$ cat config.mk
export PLATFORM = sky130hd
export DESIGN_NAME = alu_seq
export DESIGN_NICKNAME = d
export VERILOG_FILES = /design/src/rtl/alu_seq.sv
export SDC_FILE = /design/constraint.sdc
export NUM_CORES = 1
export LEC_CHECK = 0
export BUFFER_PORTS_ARGS = -buffer_cell sky130_fd_sc_hd__buf_2
export CAP_MARGIN = 10
export CORE_ASPECT_RATIO = 0.9
export CORE_MARGIN = 5
export CORE_UTILIZATION = 59
export CTS_BUF_LIST = sky130_fd_sc_hd__clkbuf_8
export CTS_CLUSTER_DIAMETER = 200
export DETAILED_ROUTE_END_ITERATION = 8
export PLACE_DENSITY = 0.79
export SETUP_SLACK_MARGIN = 0.05
export SLEW_MARGIN = 20
export SYNTH_ARGS = -nofsm -noshare
export SYNTH_HDL_FRONTEND = slang
export SYNTH_SLANG_ARGS = --single-unit
$ cat constraint.sdc
create_clock -name clk -period 6.1 [get_ports clk]
set_input_delay 0.915 -clock clk [delete_from_list [all_inputs] [get_ports clk]]
set_output_delay 0.915 -clock clk [all_outputs]
set_load 0.01 [all_outputs]
$ cat src/rtl/alu_seq.sv
// Handshaked, registered ALU with logic, add/sub, compares, shifts and an optional
// shift-add multiplier (compiled in when ALU_SEQ_MUL_EN is defined).
module alu_seq #(
    parameter int WIDTH = 32,
    parameter int SHW   = $clog2(WIDTH)
) (
    input  logic             clk,
    input  logic             rst,
    input  logic             in_valid,
    output logic             in_ready,
    input  logic [WIDTH-1:0] a,
    input  logic [WIDTH-1:0] b,
    input  logic [3:0]       opcode,
    output logic             out_valid,
    input  logic             out_ready,
    output logic [WIDTH-1:0] result,
    output logic             cout,
    output logic             overflow,
    output logic             zero,
    output logic             illegal
);

    localparam logic [3:0] OP_AND  = 4'b0000;
    localparam logic [3:0] OP_OR   = 4'b0001;
    localparam logic [3:0] OP_XOR  = 4'b0010;
    localparam logic [3:0] OP_ADD  = 4'b0011;
    localparam logic [3:0] OP_SUB  = 4'b0111;
    localparam logic [3:0] OP_SLT  = 4'b0110;
    localparam logic [3:0] OP_NOR  = 4'b1100;
    localparam logic [3:0] OP_SLL  = 4'b0100;
    localparam logic [3:0] OP_SRL  = 4'b0101;
    localparam logic [3:0] OP_SRA  = 4'b1101;
    localparam logic [3:0] OP_SLTU = 4'b1000;
`ifdef ALU_SEQ_MUL_EN
    localparam logic [3:0] OP_MUL  = 4'b1010;
`endif

    typedef enum logic [1:0] {
        S_IDLE,
`ifdef ALU_SEQ_MUL_EN
        S_BUSY,
`endif
        S_HOLD
    } state_t;

    state_t state;
    // Holds in_ready low for the first cycle after reset releases.
    logic rdy_en;
    logic accept;

    logic [WIDTH:0]     add_s;
    logic [WIDTH:0]     sub_s;
    logic [SHW-1:0]     sh;
    logic [WIDTH-1:0]   c_res;
    logic               c_cout;
    logic               c_ovf;
    logic               c_ill;

`ifdef ALU_SEQ_MUL_EN
    logic               c_mul;
    logic [2*WIDTH-1:0] prod;
    logic [WIDTH-1:0]   mcand;
    logic [SHW:0]       cnt;
    logic [WIDTH:0]     psum;
`endif

    assign in_ready = rdy_en && ((state == S_IDLE) || ((state == S_HOLD) && out_ready));
    assign accept   = in_valid && in_ready;

    always_comb begin
        add_s  = {1'b0, a} + {1'b0, b};
        sub_s  = {1'b0, a} + {1'b0, ~b} + (WIDTH+1)'(1);
        sh     = b[SHW-1:0];
        c_res  = '0;
        c_cout = 1'b0;
        c_ovf  = 1'b0;
        c_ill  = 1'b0;
`ifdef ALU_SEQ_MUL_EN
        c_mul  = 1'b0;
`endif
        case (opcode)
            OP_AND:  c_res = a & b;
            OP_OR:   c_res = a | b;
            OP_XOR:  c_res = a ^ b;
            OP_NOR:  c_res = ~(a | b);
            OP_ADD: begin
                c_res  = add_s[WIDTH-1:0];
                c_cout = add_s[WIDTH];
                c_ovf  = (a[WIDTH-1] == b[WIDTH-1]) && (add_s[WIDTH-1] != a[WIDTH-1]);
            end
            OP_SUB: begin
                c_res  = sub_s[WIDTH-1:0];
                c_cout = sub_s[WIDTH];
                c_ovf  = (a[WIDTH-1] != b[WIDTH-1]) && (sub_s[WIDTH-1] != a[WIDTH-1]);
            end
            OP_SLT:  c_res = {{(WIDTH-1){1'b0}}, ($signed(a) < $signed(b))};
            OP_SLTU: c_res = {{(WIDTH-1){1'b0}}, (a < b)};
            OP_SLL:  c_res = a << sh;
            OP_SRL:  c_res = a >> sh;
            OP_SRA:  c_res = $unsigned($signed(a) >>> sh);
`ifdef ALU_SEQ_MUL_EN
            OP_MUL:  c_mul = 1'b1;
`endif
            default: c_ill = 1'b1;
        endcase
    end

`ifdef ALU_SEQ_MUL_EN
    // Shift-add step: conditionally add the multiplicand into the high half, then shift right.
    always_comb begin
        psum = {1'b0, prod[2*WIDTH-1:WIDTH]} + (prod[0] ? {1'b0, mcand} : '0);
    end
`endif

    always_ff @(posedge clk) begin
        if (rst) begin
            state     <= S_IDLE;
            rdy_en    <= 1'b0;
            out_valid <= 1'b0;
            result    <= '0;
            cout      <= 1'b0;
            overflow  <= 1'b0;
            zero      <= 1'b0;
            illegal   <= 1'b0;
`ifdef ALU_SEQ_MUL_EN
            prod      <= '0;
            mcand     <= '0;
            cnt       <= '0;
`endif
        end else begin
            rdy_en <= 1'b1;
            case (state)
                S_IDLE, S_HOLD: begin
                    if (accept) begin
`ifdef ALU_SEQ_MUL_EN
                        if (c_mul) begin
                            prod      <= {{WIDTH{1'b0}}, b};
                            mcand     <= a;
                            cnt       <= (SHW+1)'(WIDTH);
                            out_valid <= 1'b0;
                            state     <= S_BUSY;
                        end else begin
`endif
                            result    <= c_res;
                            cout      <= c_cout;
                            overflow  <= c_ovf;
                            zero      <= (c_res == '0) && !c_ill;
                            illegal   <= c_ill;
                            out_valid <= 1'b1;
                            state     <= S_HOLD;
`ifdef ALU_SEQ_MUL_EN
                        end
`endif
                    end else if ((state == S_HOLD) && out_ready) begin
                        out_valid <= 1'b0;
                        state     <= S_IDLE;
                    end
                end
`ifdef ALU_SEQ_MUL_EN
                S_BUSY: begin
                    if (cnt == '0) begin
                        result    <= prod[WIDTH-1:0];
                        cout      <= 1'b0;
                        overflow  <= |prod[2*WIDTH-1:WIDTH];
                        zero      <= (prod[WIDTH-1:0] == '0);
                        illegal   <= 1'b0;
                        out_valid <= 1'b1;
                        state     <= S_HOLD;
                    end else begin
                        prod <= {psum, prod[WIDTH-1:1]};
                        cnt  <= cnt - 1'b1;
                    end
                end
`endif
                default: state <= S_IDLE;
            endcase
        end
    end

endmodule
==> flow_summary_export.csv <==
group,metric,value,unit
cells_and_area,final_util,63.79,%
cells_and_area,final-seq-area,760.7,um2
worst_setup_path,setup.worst_path.end_class,"register",
synth,synth_top_area_share,10.86,%
cts,clockBufferDepth,2,
cells_and_area,syn_to_final_growth,5.655,%
worst_setup_path,worstPathArrival,5320,ps
floorplan,start_util,60.37,%
sta,max_freq,194.8,MHz
synth,synth_edf_count,0,
synth,synth_cells,1659,
sta,hold_viol,0,
cts,cts-root-buf,"clkbuf_8",
synth,yosysWarnings,0,
worst_setup_path,r2r_slack,2820,ps
sta,worst_clock_skew,9.076,ps
floorplan,dieArea,22640,um2
cells_and_area,design_area,12300,um2
synth,synth_cell_type_count,92,
worst_setup_path,crit_fanout,37,
cts,tritoncts,"yes",
synth,yosys-top-cells-area,"ha_1 (11%), mux4_2 (9.3%), dfxtp_1 (6.5%)",
sta,drv_slew,0,
cts,cts_hold_buffers,0,
min_path,hp-class,"reg2reg",
routing,drt_wl_total,55.88,mm
global_route,overflow,0,
worst_setup_path,worst_setup_path_start_kind,"input pin",
sta,finalSetupViolCount,0,
synth,synth.most_common_cell,"nor2_1",
run_status,status,"complete, no violations",
cts,cts_htree_levels,2,
synth,ys_seq_area_share,6.536,%
power,p_per_area,128.5,nW/um2
power,peakVddDrop,0.00009979,V
synth,synth_flop_cell,"dfxtp_1",
routing,wl_per_cell,29.10,um
worst_setup_path,cp.required,6290,ps
floorplan,core-area,19280,um2
routing,viasPerCell,7.677,
sta,slew_headroom,15.00,%
place,portBuffers,109,
global_route,grt_pass1_wl,82.17,mm
cells_and_area,multi_input_area,9897,um2
cells_and_area,fillers,1788,
sta,rsz0062_at_grt,"no",
worst_setup_path,worstPathCellList,"buf_4 > ha_1 > fa_1 > a21o_1 > a221oi_1 > o31a_1 > o22ai_1 > nor4_1 > nor2_1 > a21o_1 > a211o_1 > o2111ai_1 > a21boi_1 > a211oi_1 > a41o_1",
place,routabilityCongestion,1.158,
synth,synth-seq-cells,38,
sta,hold_ws,453.2,ps
synth,synth_top_cell_by_area,"ha_1",
routing,dr.pass1.iters,8,
routing,drc,0,
sta,tightest_slew,1259,ps
synth,syn_area,11640,um2
floorplan,die_w,158.1,um
routing,ant_nets,0,
global_route,grt_pass1_vias,13219,
global_route,grt_max_degree,51,
place,placed_cell_area,12210,um2
sta,fin_crit_sh,84.17,%
cts,cts_buffers,5,
place,post-place-ws,815.4,ps
sta,tns,0,ps
routing,num_vias,14739,
floorplan,die_height,143.2,um
cts,cts_resized,0,
cts,path_clk_slew,70,ps
place,hpwl,42.80,mm
worst_setup_path,r2r-start,"out_valid",
sta,fin_ws,965.6,ps
run,max-cap-violations,0,
cells_and_area,n_antenna_cell,0,
global_route,globalRouteTotalUtil,47.08,%
min_path,worstHoldStart,"result[30]",
synth,synth_commonest_cells,"nor2_1 (191), nand2_1 (151), a21oi_1 (126)",
worst_setup_path,slowest_stage,"a221oi_1",
cells_and_area,drive_above_1_share,14.55,%
sta,period_needed,5134,ps
floorplan,io_pins,110,
worst_setup_path,worst_path_most_repeated_cell,"a21o_1",
cts,clk_latency,300,ps
synth,syn-num-nets,1834,
cts,cts.sinks,38,
floorplan,row_count,48,
synth,async_flop_share,0,%
global_route,antenna_found_initial,1,
routing,drtIter0Drc,3143,
cts,post-cts-setup-buffers,0,
power,p_leak,5.173,nW
worst_setup_path,critPathMaxStageDelay,770,ps
synth,syn_area_per_cell,7.015,um2
worst_setup_path,crit_type,"in2reg",
cells_and_area,final_nets,1844,
worst_setup_path,startpoint,"b[0]",
final cells by class:
| type | instances | share of cell area (%) |
|---|---|---|
| inverters | 101 | 3.083 |
| flip-flops and latches | 38 | 6.186 |
| clock buffers | 6 | 0.6716 |
| multi-input cells | 1375 | 80.48 |
| clock inverters | 2 | 0.07123 |
| repair buffers | 148 | 6.960 |
| well taps | 250 | 2.544 |
registers in the layout (all words and copies together) (netlist names):
name / flops
cout: 1
illegal: 1
rdy_en: 1
overflow: 1
out_valid: 1
zero: 1
result: 32
metal layers:
metal | GRT usage [%] | vias up | share of wire (%)
met2 | 69.61 | 1438 | 41
li1 | - | 6273 | -
met4 | 19.84 | 2 | 6.2
met3 | 15.12 | 299 | 17
met1 | 63.21 | 6727 | 36
met5 | 0 | - | 0.023
final timing paths:
check | cells after the start | end
worst min-delay path | 2 | result[30]
worst max-delay path | 15 | zero
worst min register to register | 2 | result[30]
worst max register to register | 11 | zero
per-stage QoR:
step           instances  power [mW]
2_1_floorplan       1659      0.9850
3_3_place_gp        1912       1.324
3_5_place_dp        1912       1.333
4_1_cts             1920       1.514
5_1_grt             1920       1.636
6_report            1920       1.581
where the power goes:
group	switching, mW	internal [mW]	total, mW
logic	0.747	0.380	1.13
registers	0.00863	0.265	0.273
clock network	0.0905	0.0895	0.180
total	0.846	0.734	1.58
cells by family after synthesis:
kind of cell,count (synthesis),share of synthesized area (%)
buf+inv,246,8.547
flops,38,6.536
fa+ha+maj,103,11.20
simple gates,581,23.89
compound gates,552,32.49
mux,128,16.51
xor+xnor,11,0.8278
layout by cell type (no fill, tap or decap), types with 48 or more instances in the layout:
cell type  Yosys  layout
ha_1         101     101
nand2_1      151     151
a21oi_1      126     126
inv_1         99     100
mux2i_1       54      54
mux4_2        48      48
buf_2         24     107
nor3_1        50      50
nor2_1       191     191
o21ai_0       78      78
worst max-delay path, delay by kind of cell:
kind	cells	cell delay [ps]
and+or+nand+nor	2	500
buffers and inverters	1	290
AOI/OAI and AO/OA	10	2870
adders and majority gates	2	720
(Power assumes the default switching activity.)
